[config.mk]
export PLATFORM = sky130hd
export DESIGN_NAME = instr_collater
export DESIGN_NICKNAME = d
export VERILOG_FILES = /design/src/rtl/instr_collater_pkg.sv /design/src/rtl/collate_pending_table.sv /design/src/rtl/instr_collater.sv
export SDC_FILE = /design/constraint.sdc
export NUM_CORES = 2
export LEC_CHECK = 0
export ABC_AREA = 1
export BUFFER_PORTS_ARGS = -buffer_cell sky130_fd_sc_hd__buf_4
export CAP_MARGIN = 10
export CELL_PAD_IN_SITES_DETAIL_PLACEMENT = 2
export CELL_PAD_IN_SITES_GLOBAL_PLACEMENT = 2
export CORE_ASPECT_RATIO = 1.25
export CORE_UTILIZATION = 42
export CTS_BUF_LIST = sky130_fd_sc_hd__clkbuf_16
export CTS_CLUSTER_DIAMETER = 60
export DETAILED_ROUTE_END_ITERATION = 10
export PLACE_DENSITY = 0.85
export SETUP_SLACK_MARGIN = 0.4
export SLEW_MARGIN = 20
export SYNTH_ARGS = -nofsm -noshare
export SYNTH_HDL_FRONTEND = slang
export SYNTH_SLANG_ARGS = --single-unit
export TNS_END_PERCENT = 20
[constraint.sdc]
create_clock -name clk -period 6.4 [get_ports clk]
set_input_delay 0.96 -clock clk [delete_from_list [all_inputs] [get_ports clk]]
set_output_delay 0.96 -clock clk [all_outputs]
set_load 0.1 [all_outputs]
[src/rtl/instr_collater_pkg.sv]
// instr_collater_pkg: shared constants and pending-entry type for instruction collation
package instr_collater_pkg;
  localparam int NUM_WF = 40;
  localparam int WFID_W = 6;
  typedef struct packed {
    logic        valid;
    logic [31:0] word;
    logic [31:0] pc;
  } collate_entry_t;
endpackage

[src/rtl/collate_pending_table.sv]
// collate_pending_table: per-wavefront parked low words; clear and flush beat a same-cycle set
module collate_pending_table
  import instr_collater_pkg::*;
(
  input  logic              clk,
  input  logic              rst,
  input  logic [WFID_W-1:0] i_rd_wfid,
  output collate_entry_t    o_rd_entry,
  input  logic              i_set,
  input  logic [WFID_W-1:0] i_set_wfid,
  input  logic [31:0]       i_set_word,
  input  logic [31:0]       i_set_pc,
  input  logic              i_clr,
  input  logic [WFID_W-1:0] i_clr_wfid,
  input  logic              i_flush,
  input  logic [WFID_W-1:0] i_flush_wfid
);
  logic [NUM_WF-1:0] r_valid;
  logic [31:0]       r_word [NUM_WF];
  logic [31:0]       r_pc   [NUM_WF];
  assign o_rd_entry = {r_valid[i_rd_wfid], r_word[i_rd_wfid], r_pc[i_rd_wfid]};
  always_ff @(posedge clk)
    if (rst) r_valid <= '0;
    else
      for (int k = 0; k < NUM_WF; k++) begin
        if ((i_clr && i_clr_wfid == WFID_W'(k)) || (i_flush && i_flush_wfid == WFID_W'(k)))
          r_valid[k] <= 1'b0;
        else if (i_set && i_set_wfid == WFID_W'(k))
          r_valid[k] <= 1'b1;
        if (i_set && i_set_wfid == WFID_W'(k)) begin
          r_word[k] <= i_set_word;
          r_pc[k]   <= i_set_pc;
        end
      end
endmodule

[src/rtl/instr_collater.sv]
// instr_collater: stages 32-bit words for decode_core and merges 64-bit halves per wavefront
module instr_collater
  import instr_collater_pkg::*;
(
  input  logic              clk,
  input  logic              rst,
  input  logic              ib_valid,
  input  logic [31:0]       ib_instr,
  input  logic [31:0]       ib_pc,
  input  logic [WFID_W-1:0] ib_wfid,
  output logic              ib_ready,
  input  logic              flush_valid,
  input  logic [WFID_W-1:0] flush_wfid,
  output logic [63:0]       col_instr,
  output logic              col_done,
  input  logic              collate_required,
  output logic              dec_valid,
  input  logic              dec_ready,
  output logic [WFID_W-1:0] dec_wfid,
  output logic [31:0]       dec_pc,
  output logic              collate_err
);
  logic           r_out_valid;
  logic           w_park, w_err, w_acc, w_bypass, w_hit, w_load, w_free;
  logic [31:0]    w_lo_word, w_lo_pc;
  collate_entry_t w_pend;
  assign dec_valid = r_out_valid && !collate_required;
  assign ib_ready  = !r_out_valid || collate_required || dec_ready;
  assign w_park    = r_out_valid && collate_required && !col_done;
  assign w_err     = r_out_valid && collate_required && col_done;
  assign w_acc     = ib_valid && ib_ready;
  // a low word leaving the stage can pair with its high word in the same cycle
  assign w_bypass  = w_park && w_acc && ib_wfid == dec_wfid;
  assign w_hit     = w_bypass || w_pend.valid;
  assign w_lo_word = w_bypass ? col_instr[31:0] : w_pend.word;
  assign w_lo_pc   = w_bypass ? dec_pc : w_pend.pc;
  assign w_load    = w_acc && !(flush_valid && ib_wfid == flush_wfid);
  assign w_free    = w_park || w_err || (dec_valid && dec_ready) || (flush_valid && dec_wfid == flush_wfid);
  collate_pending_table u_tab (
    .clk         (clk),
    .rst         (rst),
    .i_rd_wfid   (ib_wfid),
    .o_rd_entry  (w_pend),
    .i_set       (w_park && !w_bypass),
    .i_set_wfid  (dec_wfid),
    .i_set_word  (col_instr[31:0]),
    .i_set_pc    (dec_pc),
    .i_clr       (w_acc),
    .i_clr_wfid  (ib_wfid),
    .i_flush     (flush_valid),
    .i_flush_wfid(flush_wfid)
  );
  always_ff @(posedge clk)
    if (rst) begin
      r_out_valid <= 1'b0;
      col_instr   <= '0;
      col_done    <= 1'b0;
      dec_wfid    <= '0;
      dec_pc      <= '0;
      collate_err <= 1'b0;
    end else begin
      r_out_valid <= w_load || (r_out_valid && !w_free);
      collate_err <= w_err;
      if (w_load) begin
        col_instr <= w_hit ? {ib_instr, w_lo_word} : {32'h0, ib_instr};
        col_done  <= w_hit;
        dec_wfid  <= ib_wfid;
        dec_pc    <= w_hit ? w_lo_pc : ib_pc;
      end
    end
endmodule
* Word level (Yosys, flattened, before mapping)
Memory sizes are Yosys's and may differ from the RTL's.
Index checks and enable logic that the tools add are counted.
W data, S select, Z words.
** Storage, ports and cells
- Logic and storage cells :: 839
- Memories :: 2
- RAM bits :: 2560
- Register bits after elaboration :: 145
** Operators by class
- Equal/unequal tests :: 121
- $lt $le $gt $ge :: 1
- Muxes and demuxes :: 360
- Reductions and logical operators :: 308
** Memory list
- u_tab.r_pc :: words 40, bits a word 32, read ports 1, clocked after memory_dff 0, wr ports 1, line collate_pending_table.sv:20 : logic [31:0] r_pc [NUM_WF];
- u_tab.r_word :: words 40, bits a word 32, read ports 1, clocked after memory_dff 0, wr ports 1, line collate_pending_table.sv:19 : logic [31:0] r_word [NUM_WF];
** Operators with widths (count)
- $mux W32 :: 81
- $reduce_or A32 Y1 :: 78
- $mux W6 :: 78
- $eq A6 B5 Y1 const B :: 48
- $mux W1 :: 199
- $eq A6 B4 Y1 const B :: 24
- $eq A6 B6 Y1 const B :: 24
- $logic_and A1 B1 Y1 :: 133
- $reduce_or A2 Y1 :: 40
- $eq A6 B3 Y1 const B :: 12
- $mux W64 :: 1
- $logic_or A1 B1 Y1 :: 47
- $eq A6 B2 Y1 const B :: 6
- $eq A6 B1 Y1 const B :: 3
- $eq A6 B6 Y1 :: 3
- $logic_not A6 Y1 :: 3
- $lt A6 B7 Y1 const B :: 1
- $bmux W1 S6 :: 1
- $logic_not A1 Y1 :: 6
- $ne A2 B2 Y1 const B :: 1
- $reduce_and A2 Y1 :: 1

* Longest topological paths before layout
- Depth after elaboration :: 52
- Depth in mapped cells :: 16
- Mapped depth without buffers :: 13

* Cells and area by module
Synthesis repeated with hierarchy kept, for this count alone.
** Unflattened totals
- Cells, all modules :: 9417
- Area total of the unflattened synthesis :: 110125.6 um^2
** Modules (own cells, without submodules)
- collate_pending_table :: sequential area each 77674.5 um^2, instances 1, cells each 8557, area each 104624.1 um^2
- instr_collater :: sequential area each 2102.0 um^2, instances 1, cells each 860, area each 5501.5 um^2

* Worst setup path after synthesis
OpenSTA, ideal clock, no wires.
- Path type :: input to register
- Start point :: in collate_required
- End point :: mem u_tab.r_pc[34][0] (enable)
- Cell stages on the path :: 11
- Path slack :: -0.640 ns
- Arrival time :: 6.553 ns
- Data required time :: 5.914 ns
- Cells stage by stage :: nor2_2 > nand2_1 > nand2_1 > inv_2 > nand2_1 > nor2_1 > nor2_2 > nand2_1 > nor2_1 > nand3_1 > nor2_1
** On the way
- Cells in the longest elaborated chain, start to end :: 51
- Elaborated cells between the ends (all ways) :: 286
- Those cells by class :: mux: 198; reduce/logical: 88
** Ends and longest elaborated chain
- from (decl) :: line instr_collater.sv:16 : input logic collate_required,
- $logic_or A1 B1 Y1 (*) (2 in a row) :: line instr_collater.sv:28 : assign ib_ready = !r_out_valid || collate_required || dec_ready;
- via ib_ready :: line instr_collater.sv:11 : output logic ib_ready,
- $logic_and A1 B1 Y1 (*) :: line instr_collater.sv:31 : assign w_acc = ib_valid && ib_ready;
- $logic_and A1 B1 Y1 (*) (2 in a row) :: line instr_collater.sv:33 : assign w_bypass = w_park && w_acc && ib_wfid == dec_wfid;
- $logic_not A1 Y1 (*) :: line instr_collater.sv:44 : .i_set (w_park && !w_bypass),
- $logic_and A1 B1 Y1 (*) :: line instr_collater.sv:44
- $logic_and A1 B1 Y1 :: line collate_pending_table.sv:30 : if (i_set && i_set_wfid == WFID_W'(k)) begin
- $mux W1 :: line collate_pending_table.sv:30
- $mux W1 :: line collate_pending_table.sv:23 : if (rst) r_valid <= '0;
- $mux W1 (implied by the code) :: line collate_pending_table.sv:32 : r_pc[k] <= i_set_pc;
- $reduce_or A32 Y1 (no source line)
- $mux W6 (no source line) or $mux W1 (tied branches) (39 in a row)
- to (decl) :: line collate_pending_table.sv:20
Mark *: on every way through the listed nets, which the timed path passes. The rest lies on a longest branch.

* Final worst setup path
- Start point :: reg dec_wfid[3]
- End point :: mem u_tab.r_pc[18][21] (enable)
** On the way
- Cells in the longest elaborated chain, start to end :: 48
- Elaborated cells between the ends (all ways) :: 321
- Those cells by class :: eq/ne: 40; mux: 198; reduce/logical: 83
** Ends and longest elaborated chain
- from (decl) :: line instr_collater.sv:19 : output logic [WFID_W-1:0] dec_wfid,
- from (signal assigned) :: line instr_collater.sv:67 : dec_wfid <= ib_wfid;
- $eq A6 B6 Y1 :: line instr_collater.sv:33
- $logic_and A1 B1 Y1 :: line instr_collater.sv:33
- $logic_not A1 Y1 :: line instr_collater.sv:44
- $logic_and A1 B1 Y1 :: line instr_collater.sv:44
- $logic_and A1 B1 Y1 :: line collate_pending_table.sv:30
- $mux W1 :: line collate_pending_table.sv:30
- $mux W1 :: line collate_pending_table.sv:23
- $mux W1 (implied by the code) :: line collate_pending_table.sv:32
- $reduce_or A32 Y1 (no source line)
- $mux W6 (no source line) or $mux W1 (tied branches) (39 in a row)
Parallel ways exist; a longest one is shown, timed or not.

==> results.yml <==
placement:
  io_buffers: 187
  dpl-instance-area_um2: 116500
  post-dp-hpwl_um: 266900
  routabilityCongestion: 0.8632
critical_path:
  critPathCaptureType: "register"
  path_class: "reg -> reg"
  start_kind: "register"
  ff2ff_path_depth: 11
  r2r_slack_ns: 1.43
  crit_path_max_fanout: 22
  r2r-start: "dec_wfid[3]"
  cp.required_ns: 6.93
  r2r-end: "u_tab.r_pc[18][21]"
  worstPathArrival_ns: 5.50
drt:
  totalWireLength_um: 531400
  route.vias.total: 89420
  first_pass_iters: 9
  post-route-drc-count: 4
  drtIter0Drc: 10210
  viasPerCell: 6.317
  ant_nets: 0
  routedWlPerCell_um: 37.55
floorplan:
  core_um2: 261400
  die_area_um2: 264700
  initial_utilization: 0.4220
  chipHeight_um: 575.0
  die_x_um: 460.4
  core.rowCount: 210
  ios: 188
logic_synthesis:
  synth-xor-area-share: 0.0002382
  synth_top_area_cell: "edfxtp_1"
  synthesis.nets: 10360
  avgSynthCellArea_um2: 10.73
  synthMuxAreaShare: 0
  async_reset_ff_frac: 0
  syn_area_um2: 110300
  synth_ff_type: "edfxtp_1"
  ys_types: 29
  yosys.area.top_type_share: 0.6968
  synthAdderAreaFrac: 0
  synth_top_family_by_area: "simple AND/OR/NAND/NOR gates"
  yosys_register_bits: 2705
  synthCells: 10280
  ys_top_cells_by_count: "nand2_1 (5401), edfxtp_1 (2560), nand3_1 (458), nor2_1 (298), clkbuf_1 (250)"
  yosysWarningCount: 0
  synth-edff-count: 2560
  ys_seq_area_frac: 0.7231
  yosysMostFrequentCell: "nand2_1"
  synth_compound_area_frac: 0.02125
  synth-simple-area-share: 0.2258
  netlist_top_cells_area: "edfxtp_1 (70%), nand2_1 (18%), dfxtp_1 (2.6%), nand3_1 (2.1%), nand4_1 (1.1%)"
final_layout:
  fin_nets: 10510
  syn_to_final_growth_pct: 13.71
  drive_gt1_frac: 0.08085
  finish.instance_area_um2: 125400
  final_core_util: 0.4798
sta:
  maxSlewHeadroom: 0.1001
  fin_skew_ns: 0.06963
  hold_slack_ns: 0.3275
  fin_setup_tns_ns: 0
  fmax_ghz: 0.2013
  hold_viol_final: 0
  post-route-min-period_ns: 4.969
  final-setup-viol-count: 0
  rsz0062_at_grt: "no"
  worst_pin_slew_ns: 1.350
  period_share: 0.7764
  finalMaxSlewViolations: 0
power:
  p_per_area_nw_per_um2: 316.4
  p_leak_nw: 49.42
  peakVddDrop_v: 0.0002631
  total_power_mw: 39.69
clock_network:
  cts_resized: 0
  cts.sinks: 2705
  clk_latency_ns: 0.96
  cts_setup_buffers: 0
  h-tree-depth: 5
  cts_buffers: 289
  cts_root_buf: "clkbuf_16"
  holdBufCountCts: 0
  clk_pin_slew_ns: 0.06
  cts_buffer_depth: 4
  cts_tree: "yes"
worst_hold_path:
  hp-class: "in -> reg"
  hp-start: "ib_instr[1]"
  min_to: "col_instr[33]"
  hold_path_depth: 3
global_route:
  grt_max_degree: 175
  antenna_found_initial: 17
  grt_overflow: 0
  grt_pass1_vias: 98910
  grt_util_all_layers: 0.3956
  grt_pass1_wl_um: 744100
flow_run:
  cap_violations: 0
outcome:
  outcome: "complete, but fails checks"
  violations: "DRC"
-- routing by layer --
metal  share of wire  up-vias  GRT usage  wire length [um]
met5         0.00024        -          0               128
met4           0.093       18     0.3316             49330
met3           0.085     2419    0.08262             44960
met2            0.49     6265     0.6615            259400
met1            0.33    46070     0.4298            177600
li1                -    34640          -                 -
-- cells by family after synthesis --
| group | after synthesis |
|---|---|
| and+or+nand+nor | 6353 |
| DFF | 2705 |
| xor gates and xnor gates | 3 |
| buffers and inverters | 778 |
| AOI/OAI and AO/OA | 439 |
-- cells in the final DEF, fill, tap and decap left out, drive strengths merged, types with 5 or more instances in the layout --
cell	netlist	routed
bufinv	0	15
nand3	459	459
nor3	5	5
nor2	302	302
a22oi	38	38
buf	307	415
nand4	186	186
dfxtp	145	145
edfxtp	2560	2560
a21oi	221	221
inv	221	304
clkbuf	250	295
nand2	5401	5401
clkinv	0	117
o31ai	13	13
o21ai	160	160
o22ai	5	5
diode	0	7
-- through the flow --
| stage | worst slack, ns | instances |
|---|---|---|
| floorplan | -0.6338 | 10280 |
| global placement | 1.132 | 13630 |
| detailed placement | 1.031 | 13630 |
| CTS | 1.663 | 14140 |
| global route | 1.450 | 14150 |
| finish | 1.431 | 14150 |
-- where the power goes --
part / internal, mW / switching [mW] / leakage (nW) / total, mW
clock: 9.03 / 7.97 / 4.62 / 17.0
combinational: 0.551 / 2.48 / 20.3 / 3.03
sequential: 19.5 / 0.114 / 24.5 / 19.7
total: 29.1 / 10.6 / 49.4 / 39.7
-- final cells by class --
class                   instances  area [um2]
diodes                          7       17.52
clock buffers                 295        7382
clock inverters               218        1498
fillers                     26120      136000
inverters                     221       857.1
multi-input cells            6795       27690
flip-flops and latches       2705       79790
well taps                    3498        4377
repair buffers                415        3832
-- registers in the layout, indices dropped and copies added, names as in the netlist, 6 cells and up --
register,cells
u_tab.r_word,1280
col_instr,64
dec_pc,32
u_tab.r_valid,40
u_tab.r_pc,1280
dec_wfid,6
-- critical path: stages (launching register included) --
cell,delay [ns]
dfxtp_1,0.62
inv_1,0.27
nand2_1,0.13
a21oi_1,0.09
nand2_1,0.08
nor2_1,0.14
nor2_2,0.60
nand2_1,0.19
nor2_1,0.56
nand3_1,0.31
nor2_4,0.93
buf_4,0.63
-- worst max path at each step --
stage                                 from              endpoint  slack (ns)  cells after the start
after floorplan           collate_required      u_tab.r_pc[0][0]       -0.63                     11
after global placement          ib_wfid[0]  u_tab.r_word[17][15]        1.13                     13
after detailed placement        ib_wfid[0]    u_tab.r_pc[18][21]        1.03                     13
after CTS                       ib_wfid[0]    u_tab.r_pc[18][21]        1.66                     13
after global routing            ib_wfid[2]   u_tab.r_word[33][7]        1.45                     13
final                          dec_wfid[3]    u_tab.r_pc[18][21]        1.43                     11
Power figures use the tool's default switching activity.
